--- src/rtl/mem_arbiter.sv ---
// Two-port arbiter sharing a single-port RAM between the CPU (port 0) and DMA (port 1).
// Fixed ACCESS/WAIT/DONE sequence with round-robin or CPU-priority selection and bounded lock.
module mem_arbiter #(
  parameter int unsigned ADDR_W       = 8,
  parameter int unsigned DATA_W       = 8,
  parameter int unsigned LOCK_MAX     = 16,
  parameter int unsigned CPU_PRIORITY = 0
) (
  input  logic              clk,
  input  logic              reset,
  input  logic              req_0,
  input  logic              we_0,
  input  logic              lock_0,
  input  logic [ADDR_W-1:0] addr_0,
  input  logic [DATA_W-1:0] wdata_0,
  input  logic              req_1,
  input  logic              we_1,
  input  logic              lock_1,
  input  logic [ADDR_W-1:0] addr_1,
  input  logic [DATA_W-1:0] wdata_1,
  output logic              gnt_0,
  output logic              gnt_1,
  output logic              done_0,
  output logic              done_1,
  output logic [DATA_W-1:0] rdata_0,
  output logic [DATA_W-1:0] rdata_1,
  output logic              ram_en,
  output logic              ram_we,
  output logic [ADDR_W-1:0] ram_addr,
  output logic [DATA_W-1:0] ram_wdata,
  input  logic [DATA_W-1:0] ram_rdata,
  output logic              busy
);

  localparam int unsigned CNT_W = 8;
  localparam logic [CNT_W-1:0] LOCK_LIM = CNT_W'(LOCK_MAX);
  localparam bit PRIO = (CPU_PRIORITY != 0);

  typedef enum logic [1:0] {S_IDLE, S_ACCESS, S_WAIT, S_DONE} state_t;

  state_t              state_q, state_d;
  logic                owner_q, owner_d;
  logic [CNT_W-1:0]    lock_cnt_q, lock_cnt_d;
  logic                acc_we_q, acc_we_d;
  logic [ADDR_W-1:0]   acc_addr_q, acc_addr_d;
  logic [DATA_W-1:0]   acc_wdata_q, acc_wdata_d;

  logic win, win_port, win_lock;
  logic req_own, req_oth, lock_own;

  // owner_q doubles as last_owner: both always take the same winner
  assign req_own  = owner_q ? req_1  : req_0;
  assign req_oth  = owner_q ? req_0  : req_1;
  assign lock_own = owner_q ? lock_1 : lock_0;

  assign ram_addr  = acc_addr_q;
  assign ram_wdata = acc_wdata_q;

  // Next-state, arbitration and access-register latch
  always_comb begin
    state_d     = state_q;
    owner_d     = owner_q;
    lock_cnt_d  = lock_cnt_q;
    acc_we_d    = acc_we_q;
    acc_addr_d  = acc_addr_q;
    acc_wdata_d = acc_wdata_q;
    win         = 1'b0;
    win_port    = 1'b0;
    win_lock    = 1'b0;

    case (state_q)
      S_ACCESS: state_d = S_WAIT;
      S_WAIT:   state_d = S_DONE;
      default: begin
        // Lock only extends a continuous ownership, i.e. straight out of DONE
        if (state_q == S_DONE && req_own && lock_own &&
            (lock_cnt_q < LOCK_LIM || !req_oth)) begin
          win      = 1'b1;
          win_port = owner_q;
          win_lock = 1'b1;
        end else if (PRIO && req_0) begin
          win      = 1'b1;
          win_port = 1'b0;
        end else if (req_oth) begin
          win      = 1'b1;
          win_port = ~owner_q;
        end else if (req_own) begin
          win      = 1'b1;
          win_port = owner_q;
        end

        if (win) begin
          state_d     = S_ACCESS;
          owner_d     = win_port;
          acc_we_d    = win_port ? we_1    : we_0;
          acc_addr_d  = win_port ? addr_1  : addr_0;
          acc_wdata_d = win_port ? wdata_1 : wdata_0;
          if (win_lock) begin
            lock_cnt_d = (lock_cnt_q < LOCK_LIM) ? lock_cnt_q + CNT_W'(1) : lock_cnt_q;
          end else begin
            lock_cnt_d = CNT_W'(1);
          end
        end else begin
          state_d = S_IDLE;
        end
      end
    endcase
  end

  always_ff @(posedge clk or negedge reset) begin
    if (!reset) begin
      state_q     <= S_IDLE;
      owner_q     <= 1'b1;
      lock_cnt_q  <= '0;
      acc_we_q    <= 1'b0;
      acc_addr_q  <= '0;
      acc_wdata_q <= '0;
      gnt_0       <= 1'b0;
      gnt_1       <= 1'b0;
      done_0      <= 1'b0;
      done_1      <= 1'b0;
      rdata_0     <= '0;
      rdata_1     <= '0;
      ram_en      <= 1'b0;
      ram_we      <= 1'b0;
      busy        <= 1'b0;
    end else begin
      state_q     <= state_d;
      owner_q     <= owner_d;
      lock_cnt_q  <= lock_cnt_d;
      acc_we_q    <= acc_we_d;
      acc_addr_q  <= acc_addr_d;
      acc_wdata_q <= acc_wdata_d;
      gnt_0       <= (state_d != S_IDLE) && !owner_d;
      gnt_1       <= (state_d != S_IDLE) &&  owner_d;
      done_0      <= (state_d == S_DONE) && !owner_d;
      done_1      <= (state_d == S_DONE) &&  owner_d;
      ram_en      <= (state_d == S_ACCESS);
      ram_we      <= (state_d == S_ACCESS) && acc_we_d;
      busy        <= (state_d != S_IDLE);
      // RAM read data is valid during WAIT; capture it for the owner
      if (state_q == S_WAIT && !acc_we_q) begin
        if (owner_q) rdata_1 <= ram_rdata;
        else         rdata_0 <= ram_rdata;
      end
    end
  end

endmodule

--- config.mk ---
export PLATFORM = sky130hd
export DESIGN_NAME = mem_arbiter
export DESIGN_NICKNAME = d
export VERILOG_FILES = /design/src/rtl/mem_arbiter.sv
export SDC_FILE = /design/constraint.sdc
export NUM_CORES = 1
export LEC_CHECK = 0
export CORE_ASPECT_RATIO = 2
export CORE_MARGIN = 1.5
export CORE_UTILIZATION = 45
export CTS_CLUSTER_SIZE = 24
export DETAILED_ROUTE_END_ITERATION = 8
export GPL_TIMING_DRIVEN = 0
export PLACE_DENSITY = 0.84
export SYNTH_ARGS = -nofsm -noshare
export SYNTH_HDL_FRONTEND = slang
export SYNTH_SLANG_ARGS = --single-unit
--- constraint.sdc ---
create_clock -name clk -period 2 [get_ports clk]
set_input_delay 0.2 -clock clk [delete_from_list [all_inputs] [get_ports clk]]
set_output_delay 0.2 -clock clk [all_outputs]
set_load 0.02 [all_outputs]
After elaboration in Yosys (flattened, before gate mapping)
Cells that the tools add are included.
W data, S select, Z words.
{"block": "totals", "word_cells": 68, "regBits": 51}
{"block": "classes", "magnitude_cmp": 1, "n_addsub": 1, "reduce_logical": 19, "bitwise": 2, "eq_ne": 6, "mux": 24}
{"operator": "$mux W8", "count": 4}
{"operator": "$mux W1", "count": 19}
{"operator": "$logic_and A1 B1 Y1", "count": 9}
{"operator": "$add A8 B1 Y8 const B", "count": 1}
{"operator": "$lt A8 B5 Y1 const B", "count": 1}
{"operator": "$eq A2 B2 Y1 const B", "count": 3}
{"operator": "$reduce_and A2 Y1", "count": 3}
{"operator": "$eq A2 B1 Y1 const B", "count": 2}
{"operator": "$pmux W2 S2", "count": 1}
{"operator": "$logic_not A1 Y1", "count": 3}
{"operator": "$reduce_and A3 Y1", "count": 1}
{"operator": "$ne A2 B2 Y1 const B", "count": 1}
{"operator": "$not A1 Y1", "count": 2}
{"operator": "$reduce_bool A2 Y1", "count": 1}
{"operator": "$reduce_or A2 Y1", "count": 1}
{"operator": "$logic_or A1 B1 Y1", "count": 1}

Depth between registers and ports, before layout
Gate-level depths: netlist (run 1).
{"block": "depth", "ltp_word": 10, "depth_mapped": 7}

Worst setup path before layout (run 1)
Ideal clock, no wire load.
{"block": "synth_path", "kind": "flip-flop to flip-flop", "startpoint": "register lock_cnt_q[7]", "endpoint": "register acc_addr_q[0] (netlist: ram_addr[0])", "setup_slack_ps": 233, "synth_period_minus_slack_ps": 1767, "t_required_ps": 1870, "arrival_time_ps": 1638, "setup_ps": 130, "n_path_buf": 1, "stages_incl_launch_ff": 6, "cell_sequence": "dfrtp_1 > nor4_4 > nand4_2 > buf_4 > a41oi_1 > a21oi_1"}
{"block": "synth_via", "elab_chain_len": 6, "elab_cells_between_ends": 9, "classes_between": "order compare (1); mux (5); reduce/logical (3)"}
{"element": "start: declaration", "line_no": "43", "rtl": "logic [CNT_W-1:0] lock_cnt_q, lock_cnt_d;"}
{"element": "start signal: assignment", "line_no": "130", "rtl": "lock_cnt_q <= lock_cnt_d;"}
{"element": "$lt A8 B5 Y1 (*)", "line_no": "77", "rtl": "(lock_cnt_q < LOCK_LIM || !req_oth)) begin"}
{"element": "$logic_or A1 B1 Y1 (*)", "line_no": "77"}
{"element": "$logic_and A1 B1 Y1 (*)", "line_no": "76", "rtl": "if (state_q == S_DONE && req_own && lock_own &&"}
{"element": "$mux W1", "line_no": "76"}
{"element": "$mux W1", "line_no": "71", "rtl": "case (state_q)"}
{"element": "$mux W8 or $reduce_and A2 Y1 (tied branches)"}
{"element": "end signal: assignment", "line_no": "132", "rtl": "acc_addr_q <= acc_addr_d;"}
{"element": "end: declaration", "line_no": "45", "rtl": "logic [ADDR_W-1:0] acc_addr_q, acc_addr_d;"}
Mark *: on every way between the ends. The rest lies on a longest branch, timed or not. The select of a mux whose other input is x is not followed.
A chain may end at the register's enable or synchronous reset.

Worst setup path after layout (run 1)
{"block": "layout_path", "startpoint": "register lock_cnt_q[5]", "endpoint": "register acc_wdata_q[5] (netlist: ram_wdata[5])"}
{"block": "layout_via", "elab_chain_len": 6, "elab_cells_between_ends": 9, "classes_between": "order compare (1); mux (5); reduce/logical (3)"}
{"element": "$lt A8 B5 Y1 (*)", "line_no": "77"}
{"element": "$logic_or A1 B1 Y1 (*)", "line_no": "77"}
{"element": "$logic_and A1 B1 Y1 (*)", "line_no": "76"}
{"element": "$mux W1", "line_no": "76"}
{"element": "$mux W1", "line_no": "71"}
{"element": "$mux W8 or $reduce_and A2 Y1 (tied branches)"}
{"element": "end signal: assignment", "line_no": "133", "rtl": "acc_wdata_q <= acc_wdata_d;"}
{"element": "end: declaration", "line_no": "46", "rtl": "logic [DATA_W-1:0] acc_wdata_q, acc_wdata_d;"}
Marked as above.

==> results of run 1 <==
-- through the flow --
stage	hold slack (ns)	total power, mW	setup WS, ns
finish	0.444	5.32	0.155
detailed placement	0.266	4.75	-0.256
global route	0.462	5.67	0.00739
CTS	0.437	5.33	0.0660
global placement	0.486	4.67	-0.706
floorplan	-0.0956	3.49	0.233
-- flip-flops by register name, indices dropped and copies added (netlist names) --
signal,cells
done_1,1
ram_we,1
rdata_1,8
ram_addr,8
owner_q,1
lock_cnt_q,8
gnt_0,1
state_q,2
busy,1
done_0,1
ram_wdata,8
rdata_0,8
acc_we_q,1
gnt_1,1
ram_en,1
-- critical path: stages (launching register included) --
cell and delay (ns):
dfrtp_2 0.45, nor4_4 0.33, buf_4 0.20, a31oi_4 0.18, buf_6 0.21, o31ai_1 0.25, a21oi_1 0.10
-- timing repair --
action / CTS / global route
setup endpoints to repair: 14 / 18
buffers inserted: 2 / 0
gates resized for setup: 0 / 11
cloned: 0 / 0
hold buffers: 1 / 0
hold endpoints to repair: 27 / 0
pin swaps: 1 / 1
-- layer usage --
metal	up-vias	track usage (%)
met2	80	40.5
met4	0	8.89
met5	-	0
li1	1012	-
met1	1057	22.7
met3	14	2.64
-- kinds of logic after synthesis --
group | share of synthesized area (%)
flip-flops | 51.8
multiplexers | 9.79
AO/OA/AOI/OAI | 21.1
AND/OR/NAND/NOR | 10.7
adder cells (fa/ha/maj) | 2.03
buffers and inverters | 4.61
-- final cells by class --
cell class	instances	area [sq um]	area share [%]
clock buffers	7	76.3	2.15
well taps	60	75.1	2.11
plain buffers	14	96.3	2.71
multi-input cells	143	1090	30.6
inverters	7	26.3	0.739
repair buffers	90	908	25.5
clock inverters	1	5.00	0.141
flip-flops and latches	51	1280	36.0
-- layout by cell type, fill, tap and decap left out, drive strengths merged, types with 2 or more instances in the layout --
master and n:
clkdlybuf4s50 85, dfrtp 50, nor2 23, a21oi 20
a41oi 18, mux2 17, o31ai 17, buf 13
clkbuf 12, inv 6, mux2i 5, nand3 4
ha 4, a31oi 4, nand2 3, and3 3
a22o 3, and4 2, and2 2, o21ai 2
clkinv 2, nor3 2, nand4 2
-- how the worst max path moves through the flow --
stage | to | slack (ns) | start
3_5_place_dp | lock_cnt_q[6]$_DFFE_PN0P_ | -0.26 | req_1
3_3_place_gp | ram_wdata[2]$_DFFE_PN0P_ | -0.71 | reset
6_report | ram_wdata[5]$_DFFE_PN0P_ | 0.15 | lock_cnt_q[5]$_DFFE_PN0P_
5_1_grt | lock_cnt_q[0]$_DFFE_PN0P_ | 0.007 | state_q[0]$_DFF_PN0_
2_1_floorplan | ram_addr[0]$_DFFE_PN0P_ | 0.23 | lock_cnt_q[7]$_DFFE_PN0P_
4_1_cts | lock_cnt_q[5]$_DFFE_PN0P_ | 0.07 | owner_q$_DFF_PN1_
-- report_power, final --
part	internal [mW]	leakage (nW)	total, mW	switching [mW]
clock	0.246	0.0422	0.568	0.322
combinational	1.42	0.813	3.03	1.61
sequential	1.50	0.605	1.72	0.223
==> results.md, run 1 <==
* Status: finished clean
* DRC at 0
* Min Tclk post-route at 1.85 ns
* Area Overhead vs Synth at 44.1%
* Metal3 WL at 211 um
* WL met1 at 2210 um
* Final hold violation count at 0
* Worst Hold Path Cells at 3
* Vias in the first global route at 2172
* Clock sink total at 51
* Final Wtd Congestion at 0.814
* CTS tree: done
* Post-synthesis async set-or-reset flop share at 100%
* Yosys warning total at 0
* Antenna Nets Post-Route at 0
* Min-Delay Path Class: in -> reg
* Syn Inst Count at 215
* Fillers at 436
* Placed insts at 362
* Critical path required time at 2.18 ns
* Met2 Routed Length at 3580 um
* CP endpoint kind: register
* Initial antenna violation count at 0
* Hold_sp: wdata_0[6]
* RR Endpoint: ram_wdata[5]$_DFFE_PN0P_
* Total die area at 5960 sq um
* Die X at 55.4 um
* Top-Level Pins at 87
* Post-synth top cells: 50 x dfrtp_1, 23 x nor2_1, 20 x a21oi_1, 18 x a41oi_1
* Fin nets at 364
* Fin. max-slew vios at 0
* Antenna Cells at 0
* GRT overflow at 0
* Final Cycle Share at 92.3%
* DR pass1 iterations at 4
* Pwr Density at 1500 nW/um^2
* Synth area leaders: dfrtp_1 51%, mux2_2 7.8%, a41oi_1 6.4%, o31ai_1 5.2%, a21oi_1 4.1%
* Design Area, Final at 3560 sq um
* Worst VDD drop at 0.00100 V
* Crit path kind: reg -> reg
* Register area share after synthesis at 51.8%
* RSZ-0062 raised after global routing: false
* DP HPWL at 4670 um
* Max cap viols at 0
* Top cell type's share of synthesized area at 50.7%
* Placed Area at 3430 sq um
* Setup TNS at 0 ns
* Count leader, synth: dfrtp_1
* Inserted Clock Buffers at 5
* Hold path endpoint: ram_wdata[6]$_DFFE_PN0P_
* FF-to-FF setup slack at 0.15 ns
* Top Layer Used: met4
* Mapped Area at 2470 sq um
* Post-synthesis cell type count at 41
* Post-layout util at 66.2%
* Setup Skew at 0.00833 ns
* Final setup viols at 0
* Worst-path clk slew at 0.09 ns
* Synth area leader: dfrtp_1
* Worst-Margin Slew at 0.709 ns
* CP max FO at 10
* Leak pwr at 1.46 nW
* Cell count of the worst reg-to-reg path at 6
* Core area at 5370 sq um
* Initial core utilization at 45.9%
* Fraction of layout cells with a size suffix above 1 at 16.0%
* EDFF count, synth at 0
* Relative slew slack at 52.5%
* Clock Latency Late Sink at 0.31 ns
* Register bit count reported by yosys at 51
* Routed vias at 2163
* Nature of the critical path startpoint: register
* Root Buffer: clkbuf_8
* Starting DRT DRC Count at 67
* Fmax at 542 MHz
* Via/cell ratio at 5.80
* Port Buf Inserts at 86
* Total Wirelength at 6160 um
* Synth Net Count at 267
* Worst Path Arrival at 2.03 ns
* Reg-to-Reg Start: lock_cnt_q[5]$_DFFE_PN0P_
* Drt wl/cell at 16.5 um
* Total track usage at 21.2%
* Vert. Die Dim at 108 um
* Synth Area per Inst at 11.5 sq um
* Cell Rows at 38
* Max Root-Sink Buffers at 2
* Non-Filler Instances at 373
* First-pass GRT wire length at 10100 um
* Synth Flop Type: dfrtp_1
* Largest net degree at the start of global routing at 30
* H-tree depth at 2
Note: power is estimated with default switching activity, not from simulation.
==> run 2, diff against run 1 <==
SETUP_SLACK_MARGIN = 0.5   (was unset)
==> run 2 against run 1 <==
Against the previous run: via count up 9.8%; fmax grew 2.7%; critical path depth stayed put; flip-flop and latch count unchanged; register-to-register slack improved by 0.05 ns; final cell count increased by 4.6%; core utilization grew 14 points; global-route usage up 2.2 points; clock power grew 13%; combinational power rose by 28%; hold slack worse by 0.12 ns; largest power group unchanged.
==> results.md, run 2 (synthesized netlist as in run 1, its figures left out) <==
* Critical Path Stages at 6
* Via/cell ratio at 6.09
* WHS at 0.325 ns
* RR Endpoint: done_1$_DFF_PN0_
* Worst-Margin Slew at 0.436 ns
* Reg-to-Reg Start: owner_q$_DFF_PN1_
* Crit path kind: reg -> reg
* Final Wtd Congestion at 0.803
* Reg area at 1280 sq um
* First-pass GRT wire length at 11100 um
* Routed vias at 2376
* Die X at 55.4 um
* Critical path required time at 2.25 ns
* Fraction of layout cells with a size suffix above 1 at 35.5%
* Largest net degree at the start of global routing at 40
* DR pass1 iterations at 4
* Total die area at 5960 sq um
* Max Root-Sink Buffers at 2
* Footprint of the multi-input gates at 1470 sq um
* Fin. max-slew vios at 0
* Pwr Density at 1470 nW/um^2
* Fin nets at 381
* Initial core utilization at 45.9%
* Relative slew slack at 71.0%
* DP HPWL at 4800 um
* Vias in the first global route at 2369
* Total Wirelength at 8600 um
* CP peak stage delay at 0.54 ns
* Min Tclk post-route at 1.80 ns
* Final hold violation count at 0
* Cell Rows at 38
* Setup TNS at 0 ns
* Setup Skew at 0.0157 ns
* Final setup viols at 0
* Highest-count cells in the layout ignoring fill and taps: 57 x clkdlybuf4s50_1, 49 x dfrtp_1, 25 x dlymetal6s2s_1
* Starting DRT DRC Count at 121
* Leak pwr at 1.89 nW
* Cell family with most CP delay: flip-flops
* Antenna Cells at 0
* Vert. Die Dim at 108 um
* Total track usage at 23.4%
* Post-route setup slack at 0.203 ns
* Core area at 5370 sq um
* Most common cell after layout, fill and taps aside: clkdlybuf4s50_1
* CP startpoint: owner_q$_DFF_PN1_
* H-tree depth at 2
* Worst-path cell chain: buf_6 > nor2b_4 > and4_1 > buf_6 > o41ai_4 > and2_1
* Initial antenna violation count at 0
* GRT overflow at 0
* RSZ-0062 raised after global routing: true
* CTS tree: done
* Worst Path Arrival at 2.05 ns
* Area Overhead vs Synth at 74.2%
* Drt wl/cell at 22.0 um
* FF-to-FF setup slack at 0.20 ns
* Port Buf Inserts at 86
* Final Cycle Share at 89.9%
* Status: finished clean
* Fmax at 556 MHz
* Max cap viols at 0
* CP max FO at 6
* Most common cell on crit path: buf_6
* Min-Delay Path Class: in -> async
* CP endpoint kind: register
* Placement Setup Slack at -0.209 ns
* Post-layout util at 80.0%
* Top-Level Pins at 87
* CP max stage cell: dfstp_2
* Nature of the critical path startpoint: register
* Inserted Clock Buffers at 5
* Root Buffer: clkbuf_8
* Clock sink total at 51
* CP Buf/Inv Count at 2
* Cell count of the worst reg-to-reg path at 6
* DRC at 0
* Worst-path clk slew at 0.10 ns
* Worst VDD drop at 0.00154 V
* Clock Latency Late Sink at 0.33 ns
* Fillers at 281
* Antenna Nets Post-Route at 0
-- run 2: cell types whose count changed in the layout (fill, tap and decap cells not counted), moves of 7 or more --
cell / previous run / this run
a21oi_1: 20 / 13
a41oi_1: 18 / 8
a41oi_2: 0 / 10
buf_12: 0 / 7
clkdlybuf4s50_1: 85 / 57
dlymetal6s2s_1: 0 / 25
mux2_2: 17 / 8
mux2_4: 0 / 9
o31ai_1: 17 / 1
o31ai_4: 0 / 10
-- run 2: per-stage QoR --
stage          cell area, sq um  power, mW  std cells
2_1_floorplan              2600       3.66        215
3_3_place_gp               3530       4.84        361
3_5_place_dp               3550       4.93        362
4_1_cts                    3860       5.79        381
5_1_grt                    4300       6.61        390
6_report                   4300       6.31        390
-- run 2: timing repair --
action / CTS / global route
setup endpoints to repair: 52 / 72
cloned: 0 / 3
gates resized for setup: 33 / 74
hold endpoints to repair: 12 / 0
pin swaps: 8 / 15
buffers inserted: 10 / 6
hold buffers: 1 / 0
-- run 2: worst reg2reg max path: cells and delay by family, from the launching register on --
kind	cells	cell delay [ns]
flip-flops	1	0.54
AND/OR/NAND/NOR	3	0.46
AO/OA/AOI/OAI	1	0.46
buffers and inverters	2	0.28
-- run 2: final cells by class --
type	instances	share of cell area, %
multi-input cells	143	34.1
flip-flops and latches	51	29.8
repair buffers	107	27.9
plain buffers	14	3.61
well taps	60	1.75
clock buffers	5	1.60
inverters	7	0.699
clock inverters	3	0.582
-- run 2: power breakdown --
group / switching (mW) / internal [mW] / total, mW
Sequential: 0.283 / 1.50 / 1.79
Clock: 0.384 / 0.256 / 0.640
Combinational: 2.03 / 1.85 / 3.89
Total: 2.70 / 3.61 / 6.31
-- run 2: how the worst max path moves through the flow --
| stage | end |
|---|---|
| global route | ram_wdata[4]$_DFFE_PN0P_ |
| CTS | acc_we_q$_DFF_PN0_ |
| finish | done_1$_DFF_PN0_ |
| global placement | done_0$_DFF_PN0_ |
| detailed placement | lock_cnt_q[6]$_DFFE_PN0P_ |
| floorplan | gnt_1$_DFF_PN0_ |
-- run 2: metal layers --
layer	routed length (um)	vias up	global-route usage, %
met1	2960	1185	25.6
met2	4840	115	43.1
met3	384	26	3.00
met5	0	-	0
li1	-	1050	-
met4	418	0	11.7
==> run 3, diff against run 2 <==
==> constraint.sdc (replaced) <==
create_clock -name clk -period 2 [get_ports clk]
set_input_delay 0.2 -clock clk [delete_from_list [all_inputs] [get_ports clk]]
set_output_delay 0.2 -clock clk [all_outputs]
set_load 0.005 [all_outputs]
==> run 3 against run 2 <==
Against the previous run: sequential share of layout area increased by 0.39 points; count of clock-buffer cells in the layout unchanged; via count is essentially flat; global-route usage stayed put; flip-flop and latch count stayed put; design area down 1.3%; first-iteration DRC count shrank 19%; clock power down 0.6%; register-to-register slack got worse by 0.02 ns; final cell count unchanged; critical path type unchanged; critical endpoint unchanged; largest cell class unchanged.
==> results.md, run 3 (synthesized netlist as in run 1, its figures left out) <==
* Worst VDD drop at 0.00110 V
* Via/cell ratio at 6.09
* Most common cell on crit path: buf_6
* Inserted Clock Buffers at 5
* Routed vias at 2377
* Min Tclk post-route at 1.82 ns
* First-pass GRT wire length at 11100 um
* Antenna Cells at 0
* Total Wirelength at 8420 um
* Crit path kind: reg -> reg
* Final hold violation count at 0
* Top Layer Used: met4
* Met2 Routed Length at 4610 um
* Starting DRT DRC Count at 98
* Total track usage at 23.4%
* Worst Path Arrival at 2.07 ns
* Final setup viols at 0
* Initial antenna violation count at 0
* Pwr Total at 5.92 mW
* Cell count of the worst reg-to-reg path at 6
* Worst-path cell chain: buf_6 > nor2b_4 > and4_1 > buf_6 > o41ai_4 > and2_1
* Most common cell after layout, fill and taps aside: clkdlybuf4s50_1
* Antenna Nets Post-Route at 0
* Cell Rows at 38
* Max Root-Sink Buffers at 2
* Total die area at 5960 sq um
* Clock Latency Late Sink at 0.32 ns
* CP max FO at 6
* Metal3 WL at 396 um
* Leak pwr at 1.67 nW
* Clock sink total at 51
* Port Buf Inserts at 86
* Final Cycle Share at 90.8%
* Critical path required time at 2.25 ns
* Core area at 5370 sq um
* Largest net degree at the start of global routing at 40
* H-tree depth at 2
* Top-Level Pins at 87
* Vert. Die Dim at 108 um
* Highest-count cells in the layout ignoring fill and taps: 84 x clkdlybuf4s50_1, 49 x dfrtp_1, 23 x nor2_1
* Fin. max-slew vios at 0
* Placed Area at 3550 sq um
* Worst-path clk slew at 0.10 ns
* DR pass1 iterations at 4
* Nature of the critical path startpoint: register
* Final Wtd Congestion at 0.803
* CP peak stage delay at 0.54 ns
* Initial core utilization at 45.9%
* GRT overflow at 0
* CP endpoint kind: register
* DP HPWL at 4800 um
* Setup Skew at 0.0116 ns
* Pwr Density at 1390 nW/um^2
* WL met1 at 2920 um
* Area Overhead vs Synth at 71.9%
* Relative slew slack at 71.2%
* Drt wl/cell at 21.6 um
* Status: finished clean
* Fillers at 306
* Fraction of layout cells with a size suffix above 1 at 35.5%
* DRC at 0
* Root Buffer: clkbuf_8
* Worst-Margin Slew at 0.432 ns
* Setup TNS at 0 ns
* CTS tree: done
* Fin nets at 381
* Min-Delay Path Class: in -> async
* Vias in the first global route at 2369
* Max cap viols at 0
* CP max stage cell: dfstp_2
* Die X at 55.4 um
* Fmax at 551 MHz
* RSZ-0062 raised after global routing: true
* Design Area, Final at 4240 sq um
==> run 3: per-layer routing <==
layer  GRT usage, %  vias to the layer above
met5              0                        -
met4           11.7                        0
met3           3.00                       41
met2           43.1                      119
met1           25.6                     1171
li1               -                     1046
==> run 3: worst max-delay path: cells and delay by family, from the launching register on <==
family | cells | cell delay [ns]
buffers and inverters | 2 | 0.29
AO/OA/AOI/OAI | 1 | 0.47
flip-flops | 1 | 0.54
AND/OR/NAND/NOR | 3 | 0.45
==> run 3: through the flow <==
stage / worst slack, ns / std cells / hold WS, ns / util [%]
final: 0.185 / 390 / 0.321 / 78.9
after global routing: 0.139 / 390 / 0.347 / 78.9
after CTS: 0.306 / 381 / 0.318 / 71.8
after detailed placement: -0.209 / 362 / 0.115 / 66.0
after global placement: -0.718 / 361 / 0.486 / 65.7
after floorplan: 0.240 / 215 / -0.0956 / -
==> run 3: worst paths after layout <==
| check | from | slack (ns) | end |
|---|---|---|---|
| min in group clk | req_0 | 0.39 | busy$_DFF_PN0_ |
| min | reset | 0.32 | ram_addr[4]$_DFFE_PN0P_ |
| max in group asynchronous | reset | 1.10 | owner_q$_DFF_PN1_ |
| max | owner_q$_DFF_PN1_ | 0.18 | done_1$_DFF_PN0_ |
| min reg2reg | rdata_1[4]$_DFFE_PN0P_ | 0.52 | rdata_1[4]$_DFFE_PN0P_ |
| max reg2reg | owner_q$_DFF_PN1_ | 0.18 | done_1$_DFF_PN0_ |
==> run 3: area by class of cell <==
class,count,area (sq um),area share [%]
tap,60,75.1,1.77
multi-input combinational,143,1470,34.6
buffer,14,155,3.66
sequential,51,1280,30.1
timing repair buffer,107,1140,26.9
inverter,7,30.0,0.708
clock buffer,5,68.8,1.62
clock inverter,3,25.0,0.590
==> run 3: where the power goes <==
group | leakage, nW | internal, mW | total, mW | switching [mW]
Sequential | 0.605 | 1.50 | 1.79 | 0.287
Clock | 0.0452 | 0.256 | 0.636 | 0.380
Combinational | 1.02 | 1.92 | 3.49 | 1.58
==> run 3: timing repair <==
item | 4_1_cts | 5_1_grt
hold buffers | 1 | 0
endpoints found under the hold margin | 12 | 0
gates resized for setup | 30 | 50
buffers inserted | 10 | 6
gates cloned | 0 | 3
setup endpoints to repair | 49 | 48
pin swaps | 8 | 15
